**src/rtl/turf_cout_pkg.sv**
```systemverilog
// Shared constants and frame-kind encoding for the COUTTIO transmit framer.
package turf_cout_pkg;

  localparam int          NIBBLES_PER_WORD   = 8;
  localparam logic [31:0] TRAIN_DEFAULT_WORD = 32'h6996A55A;

  typedef enum logic [1:0] {
    IDLE  = 2'd0,
    DATA  = 2'd1,
    TRAIN = 2'd2
  } cout_mode_t;

endpackage

```
**src/rtl/turf_cout_tx.sv**
```systemverilog
// COUTTIO transmit framer: 32-bit words sent LSB nibble first in fixed 8-cycle
// frames, with a one-word holding buffer and a repeating training pattern.
module turf_cout_tx
  import turf_cout_pkg::*;
#(
  parameter logic [31:0] TRAIN_DEFAULT = TRAIN_DEFAULT_WORD,
  parameter int          COUNT_WIDTH   = 16
) (
  input  logic                   clk_i,
  input  logic                   rst_n_i,
  input  logic                   train_en_i,
  input  logic [31:0]            train_value_i,
  input  logic [31:0]            s_tdata,
  input  logic                   s_tvalid,
  output logic                   s_tready,
  output logic [3:0]             cout_o,
  output logic                   word_start_o,
  output logic [1:0]             tx_mode_o,
  output logic [COUNT_WIDTH-1:0] tx_count_o
);

  localparam int             PH_W       = $clog2(NIBBLES_PER_WORD);
  localparam logic [PH_W-1:0] LAST_PHASE = PH_W'(NIBBLES_PER_WORD - 1);

  logic [PH_W-1:0]        phase_q, phase_d;
  logic [31:0]            shreg_q, shreg_d;
  logic [31:0]            buf_q, buf_d;
  logic                   full_q, full_d;
  logic                   s_tready_q, s_tready_d;
  cout_mode_t             mode_q, mode_d;
  logic [COUNT_WIDTH-1:0] count_q, count_d;
  logic                   hs;
  logic                   bypass;

  assign hs = s_tvalid && s_tready_q;

  always_comb begin
    phase_d = phase_q + 1'b1;
    shreg_d = {4'h0, shreg_q[31:4]};
    buf_d   = buf_q;
    full_d  = full_q;
    mode_d  = mode_q;
    count_d = count_q;
    bypass  = 1'b0;

    // Frame boundary: training pre-empts data, buffered data pre-empts bypass
    if (phase_q == LAST_PHASE) begin
      if (train_en_i) begin
        shreg_d = (train_value_i == '0) ? TRAIN_DEFAULT : train_value_i;
        mode_d  = TRAIN;
      end else if (full_q) begin
        shreg_d = buf_q;
        full_d  = 1'b0;
        mode_d  = DATA;
        count_d = count_q + 1'b1;
      end else if (hs) begin
        shreg_d = s_tdata;
        bypass  = 1'b1;
        mode_d  = DATA;
        count_d = count_q + 1'b1;
      end else begin
        shreg_d = '0;
        mode_d  = IDLE;
      end
    end

    if (hs && !bypass) begin
      buf_d  = s_tdata;
      full_d = 1'b1;
    end

    s_tready_d = !full_d;
  end

  always_ff @(posedge clk_i or negedge rst_n_i) begin
    if (!rst_n_i) begin
      phase_q    <= '0;
      shreg_q    <= '0;
      full_q     <= 1'b0;
      s_tready_q <= 1'b0;
      mode_q     <= IDLE;
      count_q    <= '0;
    end else begin
      phase_q    <= phase_d;
      shreg_q    <= shreg_d;
      full_q     <= full_d;
      s_tready_q <= s_tready_d;
      mode_q     <= mode_d;
      count_q    <= count_d;
    end
  end

  // Buffer contents are qualified by full_q, so they need no reset
  always_ff @(posedge clk_i) begin
    buf_q <= buf_d;
  end

  assign s_tready     = s_tready_q;
  assign cout_o       = shreg_q[3:0];
  assign word_start_o = (phase_q == '0);
  assign tx_mode_o    = mode_q;
  assign tx_count_o   = count_q;

endmodule

```
**config.mk**
```make
export PLATFORM = sky130hd
export DESIGN_NAME = turf_cout_tx
export DESIGN_NICKNAME = d
export VERILOG_FILES = /design/src/rtl/turf_cout_pkg.sv /design/src/rtl/turf_cout_tx.sv
export SDC_FILE = /design/constraint.sdc
export NUM_CORES = 1
export LEC_CHECK = 0
export ABC_CLOCK_PERIOD_IN_PS = 6850
export BUFFER_PORTS_ARGS = -buffer_cell sky130_fd_sc_hd__buf_2
export CAP_MARGIN = 5
export CORE_ASPECT_RATIO = 0.5
export CORE_MARGIN = 4
export CORE_UTILIZATION = 59
export CTS_BUF_LIST = sky130_fd_sc_hd__clkbuf_2 sky130_fd_sc_hd__clkbuf_4 sky130_fd_sc_hd__clkbuf_8
export CTS_CLUSTER_SIZE = 16
export DETAILED_ROUTE_END_ITERATION = 8
export PLACE_DENSITY_LB_ADDON = 0.15
export SYNTH_ARGS = -nofsm -noshare
export SYNTH_HDL_FRONTEND = slang
export SYNTH_SLANG_ARGS = --single-unit
```
**constraint.sdc**
```tcl
create_clock -name clk_i -period 6.85 [get_ports clk_i]
set_clock_uncertainty 0.05 [all_clocks]
set_input_delay 0.3425 -clock clk_i [delete_from_list [all_inputs] [get_ports clk_i]]
set_output_delay 0.3425 -clock clk_i [all_outputs]
set_load 0.05 [all_outputs]
```
==> flow_summary.toml <==
[critical_path]
critPathMaxFanout = 37
cp.arrival_ns = 2.62
worstPathRequired_ns = 6.79
crit_type = "reg2reg"
startpoint_type = "flip-flop"
crit_slowest_cell = "dfrtp_1"
path_cells = "nor2_1, nor2_4"
cp_slowest_stage_delay_ns = 1.20
crit_path_end_kind = "flip-flop"

[global_route]
grt_max_degree = 65
grt_pass1_wl_mm = 14.5
grt.overflow.total = 0
grt_usage_pct = 24.1
grt_antenna_before_repair = 0
grt_pass1_vias = 2910

[floorplan]
start_util_pct = 61.8
rows = 20
core-area_um2 = 6160
fp.dieH_um = 64.8
ios = 92
die-area_um2 = 7870
die_w_um = 122

[layout]
seq_area_um2 = 2340
utilization_pct = 73.1
final_cell_mix = "buf_2, dfrtp_1, inv_1, a221oi_1, edfxtp_1"
drive_gt1_share_pct = 33.2
multiInputGateArea_um2 = 1230
area_growth_syn_to_layout_pct = 18.3
fillers = 439
nets = 455
antenna_cells = 0
layout_commonest_cell = "buf_2"

[yosys]
yosysWarnings = 0
synth-seq-area-share_pct = 61.4
synthesis.nets = 375
netlist_area_um2 = 3800
synth_flop_cell = "dfrtp_1"
synth_area_leaders = "dfrtp_1, edfxtp_1, a221oi_1, a221oi_2, inv_1"
synth-edff-count = 32
avgSynthCellArea_um2 = 12.6
syn_inst = 303
synth_cell_types = 34
ys_seq_elements = 87
async_reset_ff_share_pct = 63.2
synth_top_area_share_pct = 36.2
yosysTopAreaCell = "dfrtp_1"

[timing]
grt_setup_unrepaired = "false"
period_share_pct = 39.1
max_freq_mhz = 374
setup_ws_ns = 4.17
worstMarginPinSlew_ns = 1.28
relSlewSlack_pct = 14.6
setup_tns_ns = 0
finalHoldViolCount = 0
fin_crit_ns = 2.68
setup_violations = 0
final_max_slew_viol_count = 0

[worst_hold_path]
hp-class = "in2async"

[power_and_ir_drop]
p_per_area_nw_per_um2 = 276
leakage_nw = 2.05
irDropWorstVdd_uv = 182

[clock_network]
clock_latency_ns = 0.37
cts.repair.resized = 0
h-tree-depth = 3
postCtsSetupRepairBufs = 0
clk_path_buf_depth = 2
cts.sinks = 87
cts_root_buf = "clkbuf_8"
cts_tree = "done"
clk_pin_slew_ns = 0.08
cts-buffers-inserted = 9
cts_hold_buf = 0

[placement]
place_hpwl_mm = 5.91
place_congestion = 0.779
dp_slack_ns = 4.08
port_buffers = 91

[outcome]
status = "completed"

[routing]
vias = 2831
ant_nets = 0
first_iter_violations = 218
firstDrtPassIters = 4
routed_via_density = 5.95
avgRoutedWirePerCell_um = 18.5
route.detailed.drc = 0
drt-total-wl_mm = 8.81

[flow_run]
cap_violations = 0
## cell families (layout without fill, tap and decap cells)
| logic type | after synthesis | in the layout | synth area share [%] |
|---|---|---|---|
| flip-flops | 87 | 87 | 61.4 |
| AO/OA/AOI/OAI | 84 | 84 | 18.6 |
| buffers and inverters | 58 | 143 | 6.48 |
| AND/OR/NAND/NOR | 54 | 54 | 8.42 |
| XOR/XNOR | 15 | 15 | 3.45 |
| adder cells (fa/ha/maj) | 4 | 4 | 1.32 |
| multiplexers | 1 | 1 | 0.296 |
## worst paths after layout
check,start,to,slack [ns],depth (start not counted)
min in group clk_i,s_tdata[11],buf_q[11],0.11,1
worst min register to register,phase_q[0],phase_q[0],0.40,1
worst max register to register,full_q,buf_q[19],4.17,2
max in group asynchronous,rst_n_i,shreg_q[23],6.23,2
worst max-delay path,full_q,buf_q[19],4.17,2
worst min-delay path,rst_n_i,tx_count_o[5],0.03,2
## flip-flops by register name (all words and copies together) (netlist names)
name,cells
full_q,1
buf_q,32
tx_count_o,16
phase_q,3
s_tready,1
shreg_q,32
tx_mode_o,2
## metal layers
metal / vias up / share of wire [%] / wire length [um] / global-route usage (%)
li1: 1298 / - / - / -
met1: 1414 / 41 / 3640 / 31.2
met2: 105 / 49 / 4330 / 38.4
met4: 0 / 1.3 / 112 / 5.59
met3: 14 / 8.3 / 729 / 9.94
met5: - / 0 / 0 / 0
## synthesized netlist by cell type, drive strengths merged, types with 5 or more instances
cell and instances:
dfrtp 55, a221oi 42, inv 33, edfxtp 32, nor2 19, o21ai 15
o22ai 15, clkbuf 13, buf 12, xnor2 11, nor4 8, nand2 7
nand3 5, nand4 5
## power by group
| group | internal (mW) | switching [mW] |
|---|---|---|
| sequential | 0.600 | 0.0434 |
| combinational | 0.0713 | 0.140 |
| clock | 0.211 | 0.177 |
## area by class of cell
cell class              instances  area share (%)
clock buffers                  11            3.09
clock inverters                 5            1.61
inverters                      33            2.75
multi-input cells             158            27.4
flip-flops and latches         87            51.9
well taps                      88            2.45
repair buffers                 94            10.8
## worst max-delay path, delay by kind of cell, from the launching register on
kind	cells	cell delay [ns]
flip-flops	1	1.20
AND/OR/NAND/NOR	2	1.02
## through the flow
step	area, um2	power [mW]	hold slack [ns]	cells
global placement	4270	0.852	0.379	459
finish	4500	1.24	0.0344	476
floorplan	3800	0.788	-0.00309	303
detailed placement	4270	0.862	0.395	459
CTS	4490	1.25	0.0667	475
global route	4500	1.30	0.0929	476
Note: power is estimated with default switching activity, not from simulation.
